**config.mk**
```make
export PLATFORM = sky130hd
export DESIGN_NAME = registro_lectura_eventos
export DESIGN_NICKNAME = d
export VERILOG_FILES = /design/src/rtl/registro_lectura_eventos.sv
export SDC_FILE = /design/constraint.sdc
export NUM_CORES = 1
export LEC_CHECK = 0
export BUFFER_PORTS_ARGS = -buffer_cell sky130_fd_sc_hd__buf_2
export CAP_MARGIN = 10
export CORE_MARGIN = 1
export CORE_UTILIZATION = 30
export DETAILED_ROUTE_END_ITERATION = 10
export SLEW_MARGIN = 25
export SYNTH_ARGS = -nofsm -noshare
export SYNTH_HDL_FRONTEND = slang
export SYNTH_SLANG_ARGS = --single-unit
```
**constraint.sdc**
```tcl
create_clock -name clk -period 4 [get_ports clk]
set_clock_uncertainty 0.2 [all_clocks]
set_input_delay 0.4 -clock clk [delete_from_list [all_inputs] [get_ports clk]]
set_output_delay 0.4 -clock clk [all_outputs]
set_load 0.005 [all_outputs]
```
**src/rtl/registro_lectura_eventos.sv**
```systemverilog
// -----------------------------------------------------------------------------
// registro_lectura_eventos
//
// This block is the read side of the PicoBlaze register bank. It captures RTC
// transaction completions and front-panel event pulses into sticky registers.
// PicoBlaze reads them through a registered port_id decoder. Each read clears
// what it returned, and a level interrupt stays high while anything is pending.
//
// Ports:
//   clk           system clock, all state updates on the rising edge
//   rst           asynchronous reset, active-low
//   EN            block enable; when low, outputs go to zero and state is held
//   R_Strobe      PicoBlaze read_strobe, one-cycle pulse
//   port_id       PicoBlaze port address
//   listo         RTC transaction done; its rising edge is the capture event
//   dato_rtc      RTC read data, valid in the cycle listo rises
//   evento        single-cycle event pulses from the button debouncers
//   port_in       registered read data to PicoBlaze in_port
//   interrupcion  level interrupt request
//
// Status byte layout: [0] dato_valido, [1] overrun, [3:2] zero, [7:4] ev_latch
// -----------------------------------------------------------------------------
module registro_lectura_eventos #(
   parameter logic [7:0] PORT_STATUS = 8'h10,
   parameter logic [7:0] PORT_DATA   = 8'h11,
   parameter logic [7:0] PORT_OVR    = 8'h12
) (
   input  logic       clk,
   input  logic       rst,
   input  logic       EN,
   input  logic       R_Strobe,
   input  logic [7:0] port_id,
   input  logic       listo,
   input  logic [7:0] dato_rtc,
   input  logic [3:0] evento,
   output logic [7:0] port_in,
   output logic       interrupcion
);

   // Sticky state
   logic       listo_q;
   logic [7:0] data_reg;
   logic       dato_valido;
   logic       overrun;
   logic [3:0] ev_latch;
   logic [7:0] ovr_cnt;

   // Next-state values
   logic [7:0] data_nxt;
   logic       dato_valido_nxt;
   logic       overrun_nxt;
   logic [3:0] ev_latch_nxt;
   logic [7:0] ovr_cnt_nxt;
   logic [7:0] port_in_nxt;
   logic       interrupcion_nxt;

   // Decoded events for this cycle
   logic       captura;
   logic       rd;
   logic       clr_status;
   logic       clr_data;
   logic       clr_ovr;
   logic       ovr_event;
   logic [7:0] status_byte;

   // listo_q tracks listo even while EN is low. Because of that, an edge seen
   // while disabled has already been absorbed and is never captured late.
   assign captura     = listo & ~listo_q & EN;
   assign rd          = R_Strobe & EN;
   assign clr_status  = rd & (port_id == PORT_STATUS);
   assign clr_data    = rd & (port_id == PORT_DATA);
   assign clr_ovr     = rd & (port_id == PORT_OVR);
   // A capture that lands on a PORT_DATA read is not an overrun, because the
   // old word is consumed in that same cycle.
   assign ovr_event   = captura & dato_valido & ~clr_data;
   assign status_byte = {ev_latch, 2'b00, overrun, dato_valido};

   // NOTE: every output of this always_comb gets a default value first, so no
   // path can leave it unassigned. A missing default would infer a latch.
   always_comb begin
      data_nxt         = data_reg;
      dato_valido_nxt  = dato_valido;
      overrun_nxt      = overrun;
      ev_latch_nxt     = ev_latch;
      ovr_cnt_nxt      = ovr_cnt;
      port_in_nxt      = 8'h00;
      interrupcion_nxt = 1'b0;

      // The clears are applied first and the sets after, so a set and a clear
      // on the same bit in the same cycle leave the bit at 1.
      if (clr_status) begin
         ev_latch_nxt = 4'h0;
         overrun_nxt  = 1'b0;
      end
      if (clr_data) begin
         dato_valido_nxt = 1'b0;
      end
      if (clr_ovr) begin
         ovr_cnt_nxt = 8'h00;
      end

      if (captura) begin
         data_nxt        = dato_rtc;
         dato_valido_nxt = 1'b1;
      end
      if (ovr_event) begin
         overrun_nxt = 1'b1;
         // When the counter is cleared in this cycle, the increment starts
         // again from zero. Otherwise the counter saturates at 8'hFF.
         if (clr_ovr) begin
            ovr_cnt_nxt = 8'h01;
         end else if (ovr_cnt != 8'hFF) begin
            ovr_cnt_nxt = ovr_cnt + 8'd1;
         end
      end
      if (EN) begin
         ev_latch_nxt = ev_latch_nxt | evento;
      end

      // The read mux uses the current (pre-clear) values. In the cycle a clear
      // takes effect, PicoBlaze still sees the word it is consuming.
      if (EN) begin
         case (port_id)
            PORT_STATUS: port_in_nxt = status_byte;
            PORT_DATA:   port_in_nxt = data_reg;
            PORT_OVR:    port_in_nxt = ovr_cnt;
            default:     port_in_nxt = 8'h00;
         endcase
         interrupcion_nxt = dato_valido_nxt | overrun_nxt | (|ev_latch_nxt);
      end
   end

   // NOTE: sequential state uses non-blocking assignments only. All registers
   // then sample together on the edge, whatever order the statements are in.
   always_ff @(posedge clk or negedge rst) begin
      if (!rst) begin
         listo_q      <= 1'b0;
         data_reg     <= 8'h00;
         dato_valido  <= 1'b0;
         overrun      <= 1'b0;
         ev_latch     <= 4'h0;
         ovr_cnt      <= 8'h00;
         port_in      <= 8'h00;
         interrupcion <= 1'b0;
      end else begin
         listo_q      <= listo;
         data_reg     <= data_nxt;
         dato_valido  <= dato_valido_nxt;
         overrun      <= overrun_nxt;
         ev_latch     <= ev_latch_nxt;
         ovr_cnt      <= ovr_cnt_nxt;
         port_in      <= port_in_nxt;
         interrupcion <= interrupcion_nxt;
      end
   end

endmodule

```
==> results of run 1 <==
## layer usage
layer,wire [um],vias up
met2,1480,42
li1,-,650
met1,1710,602
met4,63,0
met3,200,6
met5,0,-
## where the power goes
part           switching, mW  total [mW]  internal, mW
registers             0.0459       0.407         0.361
clock network          0.115       0.300         0.185
logic                 0.0682       0.127        0.0584
total                  0.229       0.833         0.604
## layout make-up
class / instances / share of cell area [%]
repair buffers: 34 / 9.11
multi-input cells: 119 / 38.5
flip-flops and latches: 32 / 41.7
inverters: 3 / 0.586
well taps: 70 / 4.56
clock inverters: 2 / 1.82
clock buffers: 6 / 3.78
## synthesized netlist by cell type, types with 2 or more instances
master / number / area share (%)
or4_1: 4 / 1.9
a31oi_1: 3 / 1.2
clkbuf_1: 3 / 0.70
nor2_1: 18 / 4.2
nand2_1: 33 / 7.7
nand4_1: 6 / 2.3
a21oi_1: 11 / 3.4
o31ai_1: 3 / 1.4
and4_4: 2 / 1.4
a311o_1: 2 / 1.2
nor3_1: 2 / 0.62
inv_1: 3 / 0.70
and4_1: 2 / 1.1
a311oi_1: 2 / 1.1
a22oi_1: 2 / 0.93
buf_6: 4 / 2.8
a22o_1: 4 / 2.2
dfrtp_1: 32 / 50
and2_1: 2 / 0.78
mux2i_1: 7 / 4.3
## logic make-up after synthesis
group / count (synthesis) / share of synthesized area [%]
compound gates: 32 / 14.5
fa+ha+maj: 1 / 0.776
buf+inv: 11 / 4.50
flops: 32 / 49.7
mux: 7 / 4.34
simple gates: 79 / 26.2
## critical path, delay by kind of cell (launching register included)
kind | cells | cell delay, ns
and+or+nand+nor | 2 | 0.80
DFF | 1 | 0.36
AOI/OAI and AO/OA | 2 | 0.58
## path summary, 6_finish.rpt
| check | to | slack [ns] |
|---|---|---|
| min reg2reg | data_reg[5] | 0.30 |
| min in group asynchronous | data_reg[6] | 0.49 |
| min | listo_q | 0.07 |
| max reg2reg | ovr_cnt[5] | 1.97 |
| max in group asynchronous | port_in[0] | 2.67 |
| max | ovr_cnt[5] | 1.97 |
## metrics by stage
| step | util, % | hold slack (ns) |
|---|---|---|
| finish | 37.4 | 0.0702 |
| global placement | 35.1 | 0.292 |
| detailed placement | 35.1 | 0.285 |
| global route | 37.4 | 0.0704 |
| CTS | 37.4 | 0.0598 |
| floorplan | - | -0.0956 |
## repair_timing
action                                 4_1_cts  5_1_grt
buffers inserted                             0        0
endpoints found under the hold margin       32        0
resized for setup                            0        0
hold buffers                                 1        0
==> run summary, run 1 <==
Async SR Flop Fraction: 100%
Area Overhead vs Synth: 19.2%
hold path depth: 1
Post-Syn Instances: 162
min Tclk post-route: 2.03 ns
met1 Use GR: 20.7%
drt pass-1 iters: 4
Worst setup SP type: register
Max Fclk: 0.492 GHz
Num CTS Buffers: 5
die height: 75.3 um
DRC Markers: 0
DRT antenna net count: 0
vias in the first global route: 1,193
antenna diode count: 0
I/O Buffers: 33
I/O pins: 34
GRT busiest layer: met2
initial antenna violation count: 0
crit path kind: reg -> reg
Post-synth EDFFs: 0
non-filler cells, final: 266
synthesized area: 1610 um^2
CP Max Fanout: 14
gpl congestion: 0.807
VDD IR max: 0.000114 V
Arrival @ worst endpoint: 2.03 ns
met3 GRT Util: 3.97%
Primary FF master, synth: dfrtp_1
Die W: 75.3 um
count of final hold-check violations: 0
largest net degree at the start of global routing: 33
largest incremental delay on the critical path: 0.43 ns
grt total ovfl: 0
Pwr Total: 833 uW
Initial DRC Count: 112
run status: complete, no violations
syn nets: 188
Crit path required time: 4.00 ns
core region area: 5140 um^2
clk root buf: clkbuf_8
CTS H-tree lvls: 2
Final WS setup: 1.97 ns
Sink Count: 32
Slew HR: 54.5%
CTS tree: done
Cell variety after synth: 37
DP Wirelength: 2490 um
vias per cell: 4.89
Final Cycle Share: 50.8%
Final setup viols: 0
via count: 1,300
Storage cell area: 801 um^2
post-route design area: 1920 um^2
Crit. End Element: register
pwr dens: 434 nW/um^2
commonest non-fill, non-tap cells in the layout: nand2_1, buf_2, dfrtp_1
HP Class: in -> reg
syn avg cell area: 9.96 um^2
routed len/inst: 13.0 um
Placed Cells: 257
final setup TNS: 0 ns
Seq/Total Area, Yosys: 49.7%
first-pass GRT wire length: 5980 um
Hold Crit Start: listo
Clock Path Buffers: 2
slowest CP cell: a311o_1
Starting Density: 31.4%
Site Rows: 26
layout cell share with drive strength beyond 1: 25.0%
cell area after placement: 1800 um^2
Reg clk slew, reported paths: 0.06 ns
nets: 221
crit path cell chain: nand3b_2, a311o_1, or4_1, a21oi_1
Max-Cap Viols: 0
worst slew pin tran: 0.680 ns
Yosys reg bits: 32
Post-Place Setup Slack: 1.74 ns
RSZ-0062 raised after global routing: false
Die Area: 5670 um^2
worst r2r src: listo_q
leakage power: 0.919 nW
FILL cells: 547
M2 GR Usage: 21.0%
total number of yosys warnings: 0
r2r worst-path depth: 4
GR Util All Layers: 14.5%
CP Launch Point: listo_q
routed wire length: 3460 um
area of the multi-input gates: 739 um^2
worst-skew pair later-pin latency: 0.28 ns
Final Slew Violations: 0
No activity file was read; power rests on OpenSTA's default activity.
==> inputs of run 2 (changes only) <==
Clock period 4 ns to 1.7 ns, I/O delays scaled along.
==> run 2 against run 1 <==
Against the previous run:
- the flow now finishes with violations (negative setup slack)
- global-route usage is 1.7 points higher
- critical path depth is the same
- worst setup slack worse by 2.1 ns
==> run summary, run 2 (synthesis results as in run 1) <==
run status: finished with violations
failing checks: negative setup slack
drt pass-1 iters: 4 (unchanged)
Die W: 75.3 um (unchanged)
Arrival @ worst endpoint: 1.82 ns (-0.21 ns)
Final Cycle Share: 106% (+55 points)
WHS Endpoint: ev_latch[2]
CTS H-tree lvls: 2 (unchanged)
CTS tree: done
Max Fclk: 0.554 GHz (+13%)
via count: 1,505 (+16%)
Flop pwr share: 41.8% (-7.0 points)
Slew HR: 77.4% (+23 points)
pwr dens: 930 nW/um^2 (+110%)
GR Util All Layers: 16.2% (+1.7 points)
vias in the first global route: 1,419 (+19%)
leakage power: 1.13 nW (+23%)
CP Max Fanout: 5 (-9)
Final Slew Violations: 0 (unchanged)
hold path depth: 3 (+2)
Starting Density: 31.4% (unchanged)
Worst path top cell family by delay: simple AND/OR/NAND/NOR gates
flop-to-flop setup slack: -0.10 ns (-2.07 ns)
gpl congestion: 0.907 (+12%)
slowest CP cell: or4_4
non-filler cells, final: 308 (+16%)
first-pass GRT wire length: 6630 um (+11%)
Post-Route M1 WL: 1930 um (+13%)
count of final hold-check violations: 0 (unchanged)
min Tclk post-route: 1.80 ns (-0.226 ns)
I/O pins: 34 (unchanged)
clock power share: 32.7% (-3.3 points)
commonest non-fill, non-tap cells in the layout: nand2_1, buf_2, dfrtp_1
die height: 75.3 um (unchanged)
clk root buf: clkbuf_8
Site Rows: 26 (unchanged)
Clock Path Buffers: 2 (unchanged)
DRC Markers: 0 (unchanged)
worst slew pin tran: 0.337 ns (-0.343 ns)
Final setup viols: 3 (+3)
Post-Place Setup Slack: -0.0645 ns (-1.80 ns)
sw frac: 27.4% (-0.12 points)
Max-Cap Viols: 0 (unchanged)
worst-skew pair later-pin latency: 0.28 ns (about the same)
r2r worst-path depth: 4 (unchanged)
P_sw: 595 uW (+160%)
DR WL met3: 208 um (+4.0%)
largest net degree at the start of global routing: 33 (unchanged)
DP Wirelength: 2860 um (+15%)
antenna diode count: 0 (unchanged)
core region area: 5140 um^2 (unchanged)
largest incremental delay on the critical path: 0.43 ns (about the same)
Highest Signal Layer: met4
combinational fraction of design power: 25.4% (+10 points)
grt total ovfl: 0 (unchanged)
Final WS setup: -0.105 ns (-2.07 ns)
Placed Cells: 285 (+11%)
RSZ-0062 raised after global routing: true
Crit. End Element: register
crit path kind: reg -> reg
met2 WL post-DR: 1880 um (+27%)
Worst setup SP type: register
Area Overhead vs Synth: 44.9%
CP bufs+invs: 0 (unchanged)
Hold Crit Start: EN
DRT antenna net count: 0 (unchanged)
VDD IR max: 0.000322 V (+180%)
routed wire length: 4100 um (+19%)
Crit path required time: 1.71 ns (-2.29 ns)
HP Class: in -> reg
Sink Count: 32 (unchanged)
Die Area: 5670 um^2 (unchanged)
initial antenna violation count: 0 (unchanged)
worst r2r src: ovr_cnt[5]
crit path cell chain: and4_4, a311o_1, or4_4, a21oi_2
nets: 263 (+19%)
I/O Buffers: 33 (unchanged)
Initial DRC Count: 131 (+17%)
Reg-to-Reg End: ovr_cnt[7]
Reg clk slew, reported paths: 0.07 ns (about the same)
Pwr Total: 2.17 mW (+160%)
routed len/inst: 13.3 um (+2.4%)
Num CTS Buffers: 5 (unchanged)
cell internal pwr: 1.58 mW (+160%)
layout cell share with drive strength beyond 1: 37.8% (+13 points)
vias per cell: 4.89 (about the same)
run 2: cell types whose count changed in the layout (fill, tap and decap cells not counted), sizes merged:
| cell | change |
|---|---|
| dlygate4sd3 | +13 |
| clkinvlp | +1 |
| buf | +29 |
| clkbuf | -1 |
run 2: repair_timing:
action,CTS,global route
gates resized for setup,1,11
setup buffers,0,1
hold buffers,14,0
setup endpoints to repair,7,8
hold endpoints to repair,45,0
pin swaps,4,6
run 2: worst max-delay path by stage:
stage          cells past startpoint        from          to  slack, ns
6_report                           4  ovr_cnt[5]  ovr_cnt[7]      -0.10
5_1_grt                            4  ovr_cnt[6]  ovr_cnt[7]      -0.16
4_1_cts                            4  ovr_cnt[0]  ovr_cnt[5]      -0.09
3_5_place_dp                       4  ovr_cnt[0]  ovr_cnt[7]      -0.06
3_3_place_gp                       4  ovr_cnt[0]  ovr_cnt[7]      -0.04
2_1_floorplan                      4  ovr_cnt[0]  ovr_cnt[5]      -0.05
run 2: area by class of cell:
cell class	count	area, um^2
clock buffers	5	68.8
clock inverters	3	42.5
fillers	498	2800
inverters	3	11.3
multi-input cells	119	791
flip-flops and latches	32	801
well taps	70	87.6
repair buffers	76	536
run 2: layer usage:
layer  global-route usage [%]  vias to the layer above
met5                        0                        -
met3                     3.17                        9
met4                     7.41                        0
met1                     21.5                      710
li1                         -                      735
met2                     25.7                       51
run 2: power groups by stage:
stage / sequential (mW) / clock (mW) / combinational [mW]
6_report: 0.910 / 0.711 / 0.553
5_1_grt: 0.920 / 0.767 / 0.609
4_1_cts: 0.908 / 0.733 / 0.525
3_5_place_dp: 0.922 / 0 / 0.494
3_3_place_gp: 0.919 / 0 / 0.499
2_1_floorplan: 0.927 / 0 / 0.216
run 2: worst min-delay path, stage by stage:
cell and delay, ns:
buf_2 0.11, buf_4 0.14, a22o_1 0.13
run 2: through the flow:
| step | hold slack [ns] | setup TNS [ns] | instance area, um^2 | utilization [%] |
|---|---|---|---|---|
| finish | 0.0944 | -0.221 | 2340 | 45.5 |
| global route | 0.100 | -0.482 | 2340 | 45.5 |
| CTS | 0.0773 | -0.266 | 2290 | 44.5 |
| detailed placement | -0.0625 | -0.158 | 2030 | 39.5 |
| global placement | -0.0647 | -0.102 | 2030 | 39.5 |
| floorplan | -0.326 | -0.102 | 1620 | - |
==> inputs of run 3 (changes only) <==
Settings changed: BUFFER_PORTS_ARGS -buffer_cell sky130_fd_sc_hd__buf_2 to -buffer_cell sky130_fd_sc_hd__clkbuf_2.
==> run 3 against run 2 <==
Against the previous run:
- cell count rose by 0.32%
- utilization fell by 0.61 points
- worst setup slack improved by 0.036 ns
- cell area fell by 1.3%
- wire length fell by 1.0%
- total power fell by 0.90%
- register-to-register slack improved by 0.04 ns
- largest power group unchanged
- the run still ends with negative setup slack left
- sequential power barely moved
- critical path depth did not move
==> run summary, run 3 (synthesis results as in run 1) <==
drt pass-1 iters: 5 (+1)
CTS H-tree lvls: 2 (unchanged)
grt total ovfl: 0 (unchanged)
I/O pins: 34 (unchanged)
routed wire length: 4060 um (-1.0%)
initial antenna violation count: 0 (unchanged)
hold path depth: 4 (+1)
Die W: 75.3 um (unchanged)
GR Util All Layers: 16.4% (+0.21 points)
via count: 1,470 (-2.3%)
Reg-to-Reg End: ovr_cnt[7]
die height: 75.3 um (unchanged)
Final setup viols: 3 (unchanged)
Reg clk slew, reported paths: 0.06 ns (about the same)
clk root buf: clkbuf_8
Num CTS Buffers: 5 (unchanged)
run status: finished with violations
Worst setup SP type: register
routed len/inst: 13.1 um (-1.4%)
Final Slew Violations: 0 (unchanged)
r2r worst-path depth: 4 (unchanged)
Crit. End Element: register
DP Wirelength: 2900 um (+1.2%)
first-pass GRT wire length: 6780 um (+2.2%)
crit path kind: reg -> reg
RSZ-0062 raised after global routing: true
Slew HR: 73.5% (-4.0 points)
FILL cells: 528 (+6.0%)
Max-Cap Viols: 0 (unchanged)
worst-skew pair later-pin latency: 0.29 ns (about the same)
largest net degree at the start of global routing: 33 (unchanged)
core region area: 5140 um^2 (unchanged)
count of final hold-check violations: 0 (unchanged)
Clock Path Buffers: 2 (unchanged)
Post-Place Setup Slack: -0.0612 ns (+0.00334 ns)
nets: 264 (+0.38%)
WHS Endpoint: interrupcion
failing checks: negative setup slack
I/O Buffers: 33 (unchanged)
Crit path required time: 1.71 ns (about the same)
Max Fclk: 0.565 GHz (+2.0%)
min Tclk post-route: 1.77 ns (-0.0358 ns)
Hold Crit Start: EN
Initial DRC Count: 80 (-39%)
CTS tree: done
Die Area: 5670 um^2 (unchanged)
leakage power: 1.13 nW (about the same)
vias in the first global route: 1,427 (+0.56%)
Sink Count: 32 (unchanged)
final setup TNS: -0.164 ns (+0.0565 ns)
pwr dens: 934 nW/um^2 (+0.44%)
Arrival @ worst endpoint: 1.78 ns (-0.04 ns)
Site Rows: 26 (unchanged)
gpl congestion: 0.799 (-12%)
Layout Utilization: 44.9% (-0.61 points)
flop-to-flop setup slack: -0.07 ns (+0.04 ns)
CP Max Fanout: 4 (-1)
DRT antenna net count: 0 (unchanged)
Final Cycle Share: 104% (-2.1 points)
Final WS setup: -0.0688 ns (+0.0358 ns)
HP Class: in -> reg
VDD IR max: 0.000384 V (+19%)
worst r2r src: ovr_cnt[5]
vias per cell: 4.76 (-2.6%)
DRC Markers: 0 (unchanged)
Area Overhead vs Synth: 43.0%
Starting Density: 31.4% (unchanged)
antenna diode count: 0 (unchanged)
layout cell share with drive strength beyond 1: 35.6% (-2.3 points)
worst slew pin tran: 0.398 ns (+0.0611 ns)
commonest non-fill, non-tap cells in the layout: nand2_1, clkbuf_2, dfrtp_1
run 3: how the worst max path moves through the flow:
stage,from,to,slack (ns),cells after the start
floorplan,ovr_cnt[0],ovr_cnt[5],-0.05,4
global placement,ovr_cnt[0],ovr_cnt[7],-0.03,4
detailed placement,ovr_cnt[0],ovr_cnt[7],-0.06,4
CTS,ovr_cnt[5],ovr_cnt[7],-0.08,4
global route,ovr_cnt[6],ovr_cnt[5],-0.12,4
finish,ovr_cnt[5],ovr_cnt[7],-0.07,4
run 3: per-layer routing:
layer	track usage, %	part of all wire [%]
met5	0	0
met3	4.10	4.4
met1	22.2	50
met4	6.17	1.8
met2	25.4	44
run 3: worst max-delay path, cell delays in order, from the launching register on:
cell,delay (ns)
dfrtp_1,0.38
and4_4,0.20
a311o_1,0.38
or4_1,0.41
a21oi_1,0.13
run 3: layout make-up:
| type | instances | area [um^2] | area share (%) |
|---|---|---|---|
| clock buffers | 6 | 72.6 | 3.15 |
| well taps | 70 | 87.6 | 3.80 |
| clock inverters | 2 | 35.0 | 1.52 |
| repair buffers | 77 | 531 | 23.0 |
| flip-flops and latches | 32 | 801 | 34.7 |
| inverters | 3 | 11.3 | 0.488 |
| multi-input cells | 119 | 768 | 33.3 |
run 3: repair_timing:
item,CTS,global route
resized for setup,2,5
hold buffers,14,0
setup buffers,1,0
hold endpoints to repair,45,0
setup endpoints to repair,6,7
pin swaps,8,4
run 3: power breakdown:
part	internal (mW)	switching (mW)
registers	0.850	0.0593
clock network	0.434	0.276
logic	0.282	0.253
run 3: through the flow:
step,std cells,total power [mW],hold WS (ns),area (um^2)
floorplan,162,1.14,-0.326,1620
global placement,286,1.40,0.0130,2020
detailed placement,286,1.41,0.0142,2020
CTS,309,2.16,0.0844,2290
global route,309,2.26,0.103,2310
finish,309,2.15,0.0902,2310
